<file path="config.mk">
export PLATFORM = sky130hd
export DESIGN_NAME = uart_rx_fifo
export DESIGN_NICKNAME = d
export VERILOG_FILES = /design/src/rtl/uart_rx_fifo.sv
export SDC_FILE = /design/constraint.sdc
export NUM_CORES = 1
export LEC_CHECK = 0
export CAP_MARGIN = 15
export CORE_UTILIZATION = 46
export DETAILED_ROUTE_END_ITERATION = 16
export DONT_BUFFER_PORTS = 1
export SETUP_SLACK_MARGIN = 0.15
export SLEW_MARGIN = 10
export SYNTH_ARGS = -nofsm -noshare
export SYNTH_HDL_FRONTEND = slang
export SYNTH_SLANG_ARGS = --single-unit
</file>
<file path="constraint.sdc">
create_clock -name cpu_clk -period 6.4 [get_ports cpu_clk]
set_input_delay 1.28 -clock cpu_clk [delete_from_list [all_inputs] [get_ports cpu_clk]]
set_output_delay 1.28 -clock cpu_clk [all_outputs]
set_load 0.05 [all_outputs]
</file>
<file path="src/rtl/uart_rx_fifo.sv">
// 8N1 UART receiver for the CPU rxd pin: 2-flop synchronizer, mid-bit sampling
// deframer and a small byte FIFO presented over a valid/ready interface.
module uart_rx_fifo #(
    parameter int CLK_FREQ   = 50_000_000,
    parameter int BAUD       = 115200,
    parameter int FIFO_DEPTH = 4
) (
    input  logic       cpu_clk,
    input  logic       cpu_rst,
    input  logic       rxd,
    output logic [7:0] rx_data,
    output logic       rx_valid,
    input  logic       rx_ready,
    input  logic       err_clr,
    output logic       rx_overrun,
    output logic       frame_err
);
    localparam int DIV   = (CLK_FREQ + BAUD / 2) / BAUD;
    localparam int HALF  = DIV / 2;
    localparam int PTR_W = $clog2(FIFO_DEPTH);
    localparam logic [15:0]    DIV_M1  = 16'(DIV - 1);
    localparam logic [15:0]    HALF_M1 = 16'(HALF - 1);
    localparam logic [PTR_W:0] FULL_CNT = (PTR_W + 1)'(FIFO_DEPTH);

    typedef enum logic [2:0] {IDLE, START, DATA, STOP, WAIT_IDLE} state_t;

    state_t           state, state_nxt;
    logic             rxd_p0, rxd_p1, rxs;
    logic [15:0]      cnt;
    logic             tick;
    logic [2:0]       bit_idx;
    logic [7:0]       shreg;
    logic             load_half, load_div, shift_en, bit_clr, push_req, ferr_set;
    logic [7:0]       mem [FIFO_DEPTH];
    logic [PTR_W-1:0] wptr, rptr;
    logic [PTR_W:0]   count;
    logic             full, pop, push_ok, drop;

    // Stage p0/p1: metastability synchronizer, idles high
    always_ff @(posedge cpu_clk) begin
        if (cpu_rst) begin
            rxd_p0 <= 1'b1;
            rxd_p1 <= 1'b1;
        end else begin
            rxd_p0 <= rxd;
            rxd_p1 <= rxd_p0;
        end
    end
    assign rxs  = rxd_p1;
    assign tick = (cnt == 16'd0);

    // Deframer FSM
    always_ff @(posedge cpu_clk) begin
        if (cpu_rst) state <= IDLE;
        else         state <= state_nxt;
    end

    always_comb begin
        state_nxt = state;
        case (state)
            IDLE:      if (!rxs) state_nxt = START;
            START:     if (tick) state_nxt = rxs ? IDLE : DATA;
            DATA:      if (tick && bit_idx == 3'd7) state_nxt = STOP;
            STOP:      if (tick) state_nxt = rxs ? IDLE : WAIT_IDLE;
            WAIT_IDLE: if (rxs) state_nxt = IDLE;
            default:   state_nxt = IDLE;
        endcase
    end

    always_comb begin
        load_half = 1'b0;
        load_div  = 1'b0;
        shift_en  = 1'b0;
        bit_clr   = 1'b0;
        push_req  = 1'b0;
        ferr_set  = 1'b0;
        case (state)
            IDLE:  load_half = !rxs;
            START: begin
                load_div = tick && !rxs;
                bit_clr  = tick && !rxs;
            end
            DATA: begin
                shift_en = tick;
                load_div = tick;
            end
            STOP: begin
                push_req = tick && rxs;
                ferr_set = tick && !rxs;
            end
            default: ;
        endcase
    end

    always_ff @(posedge cpu_clk) begin
        if (cpu_rst) begin
            cnt     <= 16'd0;
            bit_idx <= 3'd0;
        end else begin
            if (load_half)     cnt <= HALF_M1;
            else if (load_div) cnt <= DIV_M1;
            else if (!tick)    cnt <= cnt - 16'd1;
            if (bit_clr)       bit_idx <= 3'd0;
            else if (shift_en) bit_idx <= bit_idx + 3'd1;
        end
    end

    always_ff @(posedge cpu_clk) begin
        if (shift_en) shreg <= {rxs, shreg[7:1]};
    end

    // A full FIFO still takes a byte when the head leaves on the same edge
    assign full    = (count == FULL_CNT);
    assign pop     = rx_valid && rx_ready;
    assign push_ok = push_req && (!full || pop);
    assign drop    = push_req && full && !pop;

    always_ff @(posedge cpu_clk) begin
        if (push_ok) mem[wptr] <= shreg;
    end

    always_ff @(posedge cpu_clk) begin
        if (cpu_rst) begin
            wptr  <= '0;
            rptr  <= '0;
            count <= '0;
        end else begin
            if (push_ok) wptr <= wptr + PTR_W'(1);
            if (pop)     rptr <= rptr + PTR_W'(1);
            case ({push_ok, pop})
                2'b10:   count <= count + (PTR_W + 1)'(1);
                2'b01:   count <= count - (PTR_W + 1)'(1);
                default: count <= count;
            endcase
        end
    end

    assign rx_valid = (count != '0);
    assign rx_data  = mem[rptr];

    // Sticky flags: a new event beats a simultaneous clear
    always_ff @(posedge cpu_clk) begin
        if (cpu_rst) begin
            rx_overrun <= 1'b0;
            frame_err  <= 1'b0;
        end else begin
            if (drop)         rx_overrun <= 1'b1;
            else if (err_clr) rx_overrun <= 1'b0;
            if (ferr_set)     frame_err  <= 1'b1;
            else if (err_clr) frame_err  <= 1'b0;
        end
    end

endmodule

</file>
==> metrics.cfg <==
[outcome]
run_status=finished clean

[routing]
drtAntennaViolNets=0
detail_route.drc_violations=0
routed-via-count=1752
avgViaCountPerCell=5.41
first_iter_violations=52
firstDrtPassIters=4
finalWirelength_um=4860
wl_per_cell_um=15.0

[floorplan]
die_width_um=85.2
fp.dieH_um=85.2
num_io_pins=16
floorplan.initialDensity_pct=49.0
area_of_the_die_mm2=0.00725
core_region_mm2=0.00649
number_of_placement_rows=29

[logic_synthesis]
syn-cell-area_mm2=0.00318
synth_nets=255
synthesis_warnings=0
post_synthesis_instance_total=241
netlist_top_cells_area=sky130_fd_sc_hd__edfxtp_1 38%, sky130_fd_sc_hd__dfxtp_1 22%, sky130_fd_sc_hd__mux4_2 5.7%
netlist.top_cell.by_area=sky130_fd_sc_hd__edfxtp_1
post_synth_num_cell_types=53
post-synth-top-area-fraction_pct=37.8
ys_dominant_reg_cell=sky130_fd_sc_hd__edfxtp_1
postSynthRegisterBits=75
synth-edff-count=40
sequential_element_share_of_the_synthesized_area_pct=59.8
synth_area_per_cell_um2=13.2
async_sr_flop_fraction_pct=0

[power_and_ir_drop]
p_clk_share_pct=28.6
power.switching_uw=561
internal_power_mw=1.07
combinationalPowerShare_pct=32.0
power_per_cell_area_mw_per_mm2=467
p_sw_share_pct=34.4
power.leakage_nw=1.22
vdd_drop_max_v=0.000264
p_total_mw=1.63
sequential_fraction_of_design_power_pct=39.3

[worst_setup_path]
crit_fanout=8
reg2reg_slack_ns=4.03
critPathSlowestCell=sky130_fd_sc_hd__mux4_2
timing.critical_path.arrival_ns=1.70
crit_path_start_kind=register
cpLargestDelayFamily=multiplexers
critPathRequiredTime_ns=5.12
endpoint_kind=primary output
total_buffers_and_inverters_traversed_by_the_critical_path=0
path_class=reg -> out
slowest_delay_ns=0.74
crit_chain=mux4_2

[sta]
rsz0062_at_grt=false
worst_clock_skew_ns=0.00424
min_period_over_period_pct=46.6
final_tns_setup_ns=0
maxClockFrequency_mhz=335
timing.slew.headroom_pct=45.1
report.final.slew_viol_count=0
report.final.hold_viol_count=0
timing_worst_slew_pin_value_ns=0.819
layout_min_cycle_time_ns=2.98
setup_slack_ns=3.42
setup_violation_total_in_the_final_timing_report=0

[global_route]
grt_remaining_overflow=0
first_global_vias=1686
groute.usage.overall_pct=15.2
grt_antenna_before_repair=0
wire_length_of_the_first_global_routing_pass_um=8360
grt_start_max_net_pins=27

[placed_design]
io_buffers=0
gp_congestion=0.734
place_hpwl_um=3350
place.detailed.instances=309
dpl_worst_slack_ns=3.71

[cts]
htree_levels=3
clock_insertion_delay_worst_skew_ns=0.34
tritoncts_clock_tree=yes
clock_sink_count=75
cts_inserted_buffers=9
holdBufCountCts=0
cts.path.max_buffers=2
postCtsResizedCells=0
clkTransAtPathRegs_ns=0.08
clockRootBuffer=sky130_fd_sc_hd__clkbuf_8
cts.repair_timing.setup_buffer_count=0

[final_layout]
post_route_cells_drive_above_1_share_pct=16.6
n_antenna_cell=0
finalNetCount=257
final_util_pct=53.9
finalNonFillerCells=324
layout-area-overhead-vs-synth_pct=9.95
layout_commonest_cell=sky130_fd_sc_hd__edfxtp_1
most_used_cells_in_the_layout_excluding_fill_and_tap_cells=40 x sky130_fd_sc_hd__edfxtp_1, 36 x sky130_fd_sc_hd__nor2_1, 35 x sky130_fd_sc_hd__dfxtp_1

[worst_hold_path]
hp-class=reg -> reg

[flow_run]
cap_violations=0

-- cell type report --
cell class	count	area [um^2]
multi-input combinational	148	1200
inverter	9	33.8
clock inverter	6	138
sequential	75	1900
tap	77	96.3
clock buffer	9	124
fill	534	3000
-- layer usage --
metal | global-route usage (%) | vias to the layer above | share of wire, %
met5 | 0 | - | 0
met4 | 6.93 | 0 | 1.6
met3 | 4.38 | 7 | 3.6
met2 | 22.4 | 33 | 45
met1 | 20.7 | 831 | 50
li1 | - | 881 | -
-- path summary, 6_finish.rpt --
check | startpoint | endpoint | cells past startpoint
max | register | rx_data[4] | 1
min | rxd_p0 | rxd_p1 | 1
max reg2reg | cnt[0] | mem[2][6] | 6
min reg2reg | rxd_p0 | rxd_p1 | 1
-- flip-flops by register name (all words and copies together), names as in the netlist, named ones only --
signal      flops
rptr            2
count           3
frame_err       1
shreg           8
state           3
bit_idx         3
wptr            2
cnt            16
mem            32
rxd_p0          1
rxd_p1          1
rx_overrun      1
-- power by group through the flow --
| stage | logic, mW | registers (mW) | clock network (mW) |
|---|---|---|---|
| after global routing | 0.585 | 0.654 | 0.500 |
| after floorplan | 0.481 | 0.627 | 0 |
| after global placement | 0.519 | 0.653 | 0 |
| final | 0.523 | 0.642 | 0.467 |
| after detailed placement | 0.526 | 0.652 | 0 |
| after CTS | 0.529 | 0.643 | 0.479 |
-- synthesized netlist by cell type, drive strengths merged (2+ instances only) --
cell and count:
nand4 3, or3 3, clkbuf 6, mux2 3, a211oi 2, mux4 8, nor2b 2, dfxtp 35
ha 8, and2 5, nor4 4, a22oi 2, o21ai 4, nand4b 3, xor2 12, buf 3
xnor2 3, edfxtp 40, or3b 2, nand3 4, nor2 36, inv 9, nor3 7, nand2 6
nand2b 2, mux2i 4, or2 3, a21oi 6, nor4b 2
-- kinds of logic after synthesis --
| group | count (synthesis) | share of synthesized area, % |
|---|---|---|
| AND/OR/NAND/NOR | 86 | 16.7 |
| flip-flops | 75 | 59.8 |
| adder cells (fa/ha/maj) | 9 | 3.78 |
| multiplexers | 15 | 7.98 |
| buffers and inverters | 18 | 2.36 |
| AO/OA/AOI/OAI | 23 | 5.31 |
| XOR/XNOR | 15 | 4.13 |
-- per-stage QoR --
stage / hold slack [ns] / instance area [um^2]
floorplan: 0.389 / 3180
global placement: 0.397 / 3240
detailed placement: 0.400 / 3240
CTS: 0.423 / 3500
global route: 0.450 / 3500
finish: 0.419 / 3500
(Power assumes the default switching activity.)
